===== src/rtl/pipe_ctrl_pkg.sv =====
// Shared pipeline-control definitions: stall bus width, stall vector encodings,
// FSM state encodings and the stall-priority helper.
package pipe_ctrl_pkg;

    localparam int STALL_W = 6;

    typedef logic [STALL_W-1:0] stall_bus_t;

    localparam stall_bus_t STALL_NONE = 6'b000000;
    localparam stall_bus_t STALL_ID   = 6'b000111;
    localparam stall_bus_t STALL_EX   = 6'b001111;

    localparam logic [0:0] ST_RUN   = 1'b0;
    localparam logic [0:0] ST_FLUSH = 1'b1;

    localparam logic [31:0] ZERO_WORD = 32'h0000_0000;

    // EX holds everything up to and including EX; it outranks an ID hold.
    function automatic stall_bus_t stall_select(input logic req_id, input logic req_ex);
        stall_bus_t vec;
        if (req_ex) begin
            vec = STALL_EX;
        end else if (req_id) begin
            vec = STALL_ID;
        end else begin
            vec = STALL_NONE;
        end
        return vec;
    endfunction

endpackage


===== src/rtl/pipe_ctrl_wdog.sv =====
// Stall watchdog: saturating count of consecutive stalled cycles and a sticky
// timeout flag raised when the count reaches WDOG_LIMIT.
module stall_wdog #(
    parameter logic [7:0] WDOG_LIMIT = 8'd255
) (
    input  logic clk,
    input  logic rst,
    input  logic stall_active,
    output logic timeout_o
);

    logic [7:0] cnt_r;
    logic [7:0] cnt_nxt_s;
    logic       timeout_r;

    // Next consecutive-stall count: saturate at 8'hFF, clear on any unstalled cycle.
    always_comb begin
        cnt_nxt_s = 8'h00;
        if (stall_active) begin
            if (cnt_r == 8'hFF) begin
                cnt_nxt_s = cnt_r;
            end else begin
                cnt_nxt_s = cnt_r + 8'd1;
            end
        end else begin
            cnt_nxt_s = 8'h00;
        end
    end

    // Consecutive-stall counter register.
    always_ff @(posedge clk or posedge rst) begin
        if (rst) begin
            cnt_r <= 8'h00;
        end else begin
            cnt_r <= cnt_nxt_s;
        end
    end

    // Sticky timeout flag; only reset clears it.
    always_ff @(posedge clk or posedge rst) begin
        if (rst) begin
            timeout_r <= 1'b0;
        end else if (stall_active && (cnt_nxt_s == WDOG_LIMIT)) begin
            timeout_r <= 1'b1;
        end else begin
            timeout_r <= timeout_r;
        end
    end

    assign timeout_o = timeout_r;

endmodule


===== src/rtl/pipe_ctrl.sv =====
// Pipeline controller: stall vector generation, one-cycle flush/redirect FSM,
// stall statistics and the stall watchdog.
module pipe_ctrl
    import pipe_ctrl_pkg::*;
#(
    parameter logic [7:0] WDOG_LIMIT = 8'd255
) (
    input  logic        clk,
    input  logic        rst,
    input  logic        stallreq_id,
    input  logic        stallreq_ex,
    input  logic        flushreq,
    input  logic [31:0] flush_pc_i,
    output logic [5:0]  stall_o,
    output logic        flush_o,
    output logic [31:0] new_pc_o,
    output logic        stall_timeout_o,
    output logic [31:0] stall_cycles_o
);

    logic [0:0]  state_r;
    logic [0:0]  state_nxt_s;
    logic [31:0] new_pc_r;
    logic [31:0] stall_cycles_r;
    stall_bus_t  stall_s;
    logic        stall_active_s;

    // Stall vector: silent during reset and FLUSH; a flush request outranks any hold.
    always_comb begin
        stall_s = STALL_NONE;
        if (rst) begin
            stall_s = STALL_NONE;
        end else begin
            case (state_r)
                ST_RUN: begin
                    if (flushreq) begin
                        stall_s = STALL_NONE;
                    end else begin
                        stall_s = stall_select(stallreq_id, stallreq_ex);
                    end
                end
                ST_FLUSH: stall_s = STALL_NONE;
                default:  stall_s = STALL_NONE;
            endcase
        end
    end

    // Next state: a flush request from either state (re)enters FLUSH for one cycle.
    always_comb begin
        state_nxt_s = ST_RUN;
        case (state_r)
            ST_RUN: begin
                if (flushreq) begin
                    state_nxt_s = ST_FLUSH;
                end else begin
                    state_nxt_s = ST_RUN;
                end
            end
            ST_FLUSH: begin
                if (flushreq) begin
                    state_nxt_s = ST_FLUSH;
                end else begin
                    state_nxt_s = ST_RUN;
                end
            end
            default: state_nxt_s = ST_RUN;
        endcase
    end

    // FSM state register.
    always_ff @(posedge clk or posedge rst) begin
        if (rst) begin
            state_r <= ST_RUN;
        end else begin
            state_r <= state_nxt_s;
        end
    end

    // Redirect address captured with each accepted flush request, held otherwise.
    always_ff @(posedge clk or posedge rst) begin
        if (rst) begin
            new_pc_r <= ZERO_WORD;
        end else if (flushreq) begin
            new_pc_r <= flush_pc_i;
        end else begin
            new_pc_r <= new_pc_r;
        end
    end

    assign stall_active_s = (stall_s != STALL_NONE);

    // Total stalled-cycle count; wraps naturally at 32 bits.
    always_ff @(posedge clk or posedge rst) begin
        if (rst) begin
            stall_cycles_r <= 32'h0000_0000;
        end else if (stall_active_s) begin
            stall_cycles_r <= stall_cycles_r + 32'd1;
        end else begin
            stall_cycles_r <= stall_cycles_r;
        end
    end

    stall_wdog #(
        .WDOG_LIMIT (WDOG_LIMIT)
    ) u_wdog (
        .clk          (clk),
        .rst          (rst),
        .stall_active (stall_active_s),
        .timeout_o    (stall_timeout_o)
    );

    assign stall_o        = stall_s;
    assign flush_o        = (state_r == ST_FLUSH);
    assign new_pc_o       = new_pc_r;
    assign stall_cycles_o = stall_cycles_r;

endmodule


===== config.mk =====
export PLATFORM = sky130hd
export DESIGN_NAME = pipe_ctrl
export DESIGN_NICKNAME = d
export VERILOG_FILES = /design/src/rtl/pipe_ctrl_pkg.sv /design/src/rtl/pipe_ctrl_wdog.sv /design/src/rtl/pipe_ctrl.sv
export SDC_FILE = /design/constraint.sdc
export NUM_CORES = 1
export LEC_CHECK = 0
export CORE_MARGIN = 5
export CORE_UTILIZATION = 41
export DETAILED_ROUTE_END_ITERATION = 16
export HOLD_SLACK_MARGIN = 0.02
export PLACE_DENSITY = 0.77
export SLEW_MARGIN = 25
export SYNTH_ARGS = -nofsm -noshare
export SYNTH_HDL_FRONTEND = slang
export SYNTH_SLANG_ARGS = --single-unit

===== constraint.sdc =====
create_clock -name clk -period 2.38 [get_ports clk]
set_input_delay 0.476 -clock clk [delete_from_list [all_inputs] [get_ports clk]]
set_output_delay 0.476 -clock clk [all_outputs]
set_load 0.01 [all_outputs]

Word level (Yosys, flattened, before mapping)
Cells that the tools add are included.
Word-level totals
  register bits after elaboration: 74
  output and inout bits: 72
  logic and storage cells: 20
Operators by class
  $add $sub $neg: 2
  equality and inequality tests: 2
  muxes and demuxes: 8
  bitwise gates (word level): 1
  reductions and logical operators: 2
Operators with widths (number)
  adder 32 x 1 -> 32 bit, second input constant: 1
  equality test 8 bit, second input constant: 2
  2-to-1 mux 8 bit: 2
  case mux 6 bit (2 select lines): 1
  adder 8 x 1 -> 8 bit, second input constant: 1
  2-to-1 mux 4 bit: 2
  2-to-1 mux 6 bit: 1
  nonzero test 6 bit: 1
  2-to-1 mux 3 bit: 1
  logical AND 1 bit: 1
  2-to-1 mux 1 bit: 1
  inverter 1 bit: 1

Longest topological paths before layout
  depth after elaboration: 9
  gate-level depth with buffers: 7

Hierarchy
A second synthesis with hierarchy kept.
Second synthesis, totals
  cell total of the unflattened synthesis: 262
  area, all modules: 3258.1 um^2
By module, submodules not included
  pipe_ctrl: times used 1, cells an instance 209, area an instance 2745.1 um^2
  stall_wdog: times used 1, cells an instance 53, area an instance 513.0 um^2

Worst setup path before layout
Ideal clock, no wire load.
  path kind: input to register
  from: input flushreq
  to: register stall_cycles_r[26] (netlist: stall_cycles_o[26])
  library setup time: 0.126 ns
  arrival time: 1.740 ns
  data required time: 2.254 ns
  setup slack: 0.514 ns
  stages: 6
  buffers on the path: 1
  path through: buf_6 -> nor3_4 -> o2111ai_4 -> nor4_4 -> nand4_1 -> xnor2_1
On the way
  cells in the longest elaborated chain, start to end: 4
Ends and longest elaborated chain
  start: declaration: line pipe_ctrl.sv:12  | input logic flushreq,
  2-to-1 mux 4 bit: line pipe_ctrl.sv:36  | if (flushreq) begin
  case mux 6 bit (2 select lines): line pipe_ctrl.sv:34  | case (state_r)
  2-to-1 mux 6 bit: line pipe_ctrl.sv:31  | if (rst) begin
  nonzero test 6 bit: line pipe_ctrl.sv:90  | assign stall_active_s = (stall_s != STALL_NONE);
  end signal: assignment: line pipe_ctrl.sv:97  | stall_cycles_r <= stall_cycles_r + 32'd1;
  end signal: assignment: line pipe_ctrl.sv:99  | stall_cycles_r <= stall_cycles_r;
  end: declaration: line pipe_ctrl.sv:24  | logic [31:0] stall_cycles_r;
No other way between the ends. The select of a mux whose other input is x is not followed.
A chain may end at the register's enable or synchronous reset.

Worst setup path in the final report
  from: input flushreq
  to: register stall_cycles_r[31] (netlist: stall_cycles_o[31])
Same word-level chain as after synthesis.

==> flow_summary.ini <==
[clocking]
clkLatencyLatePin_ps = 330
cts_buffers = 9
cts_max_level = 3
tritoncts = done
postCtsHoldBufs = 0
clkTransAtPathRegs_ps = 80
clockBufferDepth = 2
root_buffer = clkbuf_8
cts.sinks = 74

[drt]
wirelength_mm = 7.003
ant_nets = 0
drt_pass1_iterations = 4
via_per_inst = 4.906
drc = 0
wl_per_cell_um = 14.35
vias = 2394
dr.first_iter.drc_count = 43

[cells_and_area]
fin_nets = 421
area_growth_pct = 44.77
diodes = 0
final_layout_size_suffix_gt1_share_pct = 18.13
final_core_util_pct = 60.37

[power_and_ir_drop]
static-leakage-power_nw = 1.984
cellPowerDensity_mw_per_mm2 = 607.1
ir_worst_vdd_mv = 0.3514

[critical_path]
crit_path_cell_trace = clkdlybuf4s50_1, nor3_4, buf_4, buf_4, buf_4, o2111ai_4, nor4_2, and4_1, xor2_1
startpoint = flushreq
crit_slowest_cell = clkdlybuf4s50_1
cpPeakStageDelay_ps = 470
crit_path_frequent_cell = buf_4
crit_type = input port to register
end_kind = register
regToRegEndpoint = stall_cycles_o[31]$_DFFE_PP0P_
required_ps = 2640
r2r_start = flush_o$_DFF_PP0_
setup.worst_path.end = stall_cycles_o[31]$_DFFE_PP0P_
crit_fanout = 5
cp-start-kind = input port
r2r_cells = 8
r2r_setup_slack_ps = 350
arrival_ps = 2490

[die]
initial_utilization_pct = 41.70
ioPinCount = 109
core_area_mm2 = 0.007687
rows = 32
die_w_um = 98.42
die-area_mm2 = 0.009687
die_h_um = 98.42

[placement]
gp_congestion = 0.7971
port_buffers = 106
dp_slack_ps = -119.6
hpwl_mm = 5.206

[timing]
final.setup_skew_ps = 9.058
fin_ws_ps = 152.6
max_freq_mhz = 449.0
hold_viol = 0
setup_viol = 0
min_period_ps = 2227
fin_crit_sh_pct = 93.59
hold_slack_ps = 482.1
rsz0062_at_grt = false
maxSlewViolCount = 0

[synth]
syn_area_mm2 = 0.003206
synth-xor-area-share_pct = 9.290
yosysUniqueCellTypes = 35
synth.ff_latch_count = 74
synth.avg_cell_area_um2 = 12.38
synth_fa_ha_area_share_pct = 0.7806
ys_seq_area_share_pct = 57.77
ys_warn_count = 0
yosys.area_share.simple_pct = 14.75
synthCells = 259
muxShareOfSynthArea_pct = 11.24
synth-compound-area-share_pct = 3.357
synth_top_family_by_area = simple AND/OR/NAND/NOR gates

[job]
maxCapViolCount = 0

[global_routing]
grt_use_total_pct = 15.18
grt_pass1_vias = 2489
grt_pass1_wl_mm = 12.02
grt_max_degree = 75
grt_overflow = 0
antenna_found_initial = 0

[min_path]
hp-class = register to register

[status]
outcome = completed
[Yosys cell counts]
| library cell | number | area share [%] |
|---|---|---|
| nand4b_1 | 1 | 0.27 |
| mux2_2 | 32 | 11 |
| a31o_2 | 1 | 0.27 |
| clkbuf_1 | 4 | 0.47 |
| o22ai_1 | 1 | 0.20 |
| and4bb_2 | 1 | 0.39 |
| or2_1 | 2 | 0.39 |
| nor4_4 | 1 | 0.66 |
| buf_4 | 4 | 0.94 |
| a211oi_1 | 1 | 0.23 |
| xor2_1 | 7 | 1.9 |
| buf_6 | 1 | 0.35 |
| nand3_1 | 12 | 1.9 |
| and4_1 | 4 | 1.1 |
| nand2b_1 | 1 | 0.20 |
| ha_1 | 2 | 0.78 |
| a21oi_1 | 3 | 0.47 |
| xnor2_1 | 27 | 7.4 |
| o2111ai_4 | 1 | 0.82 |
| and2_1 | 2 | 0.39 |
| nor3_1 | 9 | 1.4 |
| inv_1 | 8 | 0.94 |
| or2_2 | 1 | 0.20 |
| nor2_1 | 17 | 2.0 |
| nand4_1 | 12 | 2.3 |
| o21ai_0 | 2 | 0.31 |
| nor3_4 | 1 | 0.51 |
| nand4bb_1 | 1 | 0.35 |
| o21ai_2 | 1 | 0.27 |
| a31oi_1 | 4 | 0.78 |
| dfrtp_1 | 74 | 58 |
| nor4_2 | 1 | 0.39 |
| and3_1 | 1 | 0.20 |
| nand2_1 | 18 | 2.1 |
| conb_1 | 1 | 0.12 |
[logic make-up after synthesis]
logic type | count (synthesis)
and+or+nand+nor | 85
DFF | 74
xor gates and xnor gates | 34
muxes | 32
buffers and inverters | 17
AOI/OAI and AO/OA | 14
adders and majority gates | 2
other | 1
[repair_timing]
action                                 4_1_cts  5_1_grt
gates resized for setup                      3        1
pin swaps                                    1        1
endpoints found under the hold margin        0        0
setup endpoints to repair                    4        3
gates cloned                                 0        0
buffers inserted                             2        1
[final cells by class]
cell class                 count  area [um2]
clock buffer                   9       123.9
clock inverter                 6       58.81
fill                         673        3047
inverter                       8       30.03
multi-input combinational    169        1271
sequential                    74        1852
tap                          102       127.6
timing repair buffer         120        1177
[worst max-delay path, delay by kind of cell]
| kind | cells | cell delay [ps] |
|---|---|---|
| buffers and inverters | 4 | 810 |
| AO/OA/AOI/OAI | 1 | 170 |
| AND/OR/NAND/NOR | 3 | 880 |
| XOR/XNOR | 1 | 140 |
[stage by stage]
step | cell area (um2) | cells | total power [mW] | TNS [ps]
after global routing | 4641 | 488 | 2.976 | 0
final | 4641 | 488 | 2.817 | 0
after detailed placement | 4437 | 470 | 1.940 | -1378
after floorplan | 3209 | 260 | 1.641 | 0
after CTS | 4631 | 487 | 2.863 | 0
after global placement | 4437 | 470 | 1.928 | -831.5
[worst min path at each step]
| stage | startpoint | to | slack [ps] | cells past startpoint |
|---|---|---|---|---|
| final | u_wdog.timeout_o$_DFFE_PP0P_ | u_wdog.timeout_o$_DFFE_PP0P_ | 480 | 1 |
| after global routing | u_wdog.timeout_o$_DFFE_PP0P_ | u_wdog.timeout_o$_DFFE_PP0P_ | 510 | 1 |
| after CTS | u_wdog.timeout_o$_DFFE_PP0P_ | u_wdog.timeout_o$_DFFE_PP0P_ | 490 | 1 |
| after detailed placement | u_wdog.timeout_o$_DFFE_PP0P_ | u_wdog.timeout_o$_DFFE_PP0P_ | 480 | 1 |
| after global placement | u_wdog.timeout_o$_DFFE_PP0P_ | u_wdog.timeout_o$_DFFE_PP0P_ | 460 | 1 |
| after floorplan | u_wdog.cnt_r[7]$_DFF_PP0_ | u_wdog.cnt_r[7]$_DFF_PP0_ | 470 | 1 |
[report_power, final]
group	switching (mW)	leakage, nW	internal, mW
Clock	0.436	0.0986	0.473
Combinational	0.194	0.954	0.291
Sequential	0.0817	0.932	1.34
[sequential cells by signal, indices dropped and copies added, names as in the netlist]
name              cells
new_pc_o             32
stall_cycles_o       32
u_wdog.cnt_r          8
flush_o               1
u_wdog.timeout_o      1
[placed cells by master (no fill, tap or decap), types with 2 or more instances in the layout]
| cell | n |
|---|---|
| clkdlybuf4s50_1 | 102 |
| dfrtp_1 | 74 |
| mux2_2 | 32 |
| xnor2_1 | 27 |
| nand2_1 | 18 |
| nor2_1 | 17 |
| buf_4 | 13 |
| nand4_1 | 12 |
| nand3_1 | 12 |
| nor3_1 | 9 |
| clkbuf_8 | 9 |
| inv_1 | 7 |
| xor2_1 | 7 |
| and4_1 | 4 |
| a31oi_1 | 4 |
| clkinv_2 | 4 |
| a21oi_1 | 3 |
| dlygate4sd2_1 | 3 |
| or2_1 | 2 |
| and2_1 | 2 |
| o21ai_0 | 2 |
| ha_1 | 2 |
| conb_1 | 2 |
[metal layers]
metal / GRT usage [%] / vias to the layer above / wire length, um
met3: 4.246 / 10 / 430
met5: 0 / - / 0
met4: 5.147 / 0 / 108
met2: 23.97 / 82 / 3278
li1: - / 1153 / -
met1: 20.22 / 1149 / 3185
(Power assumes the default switching activity.)
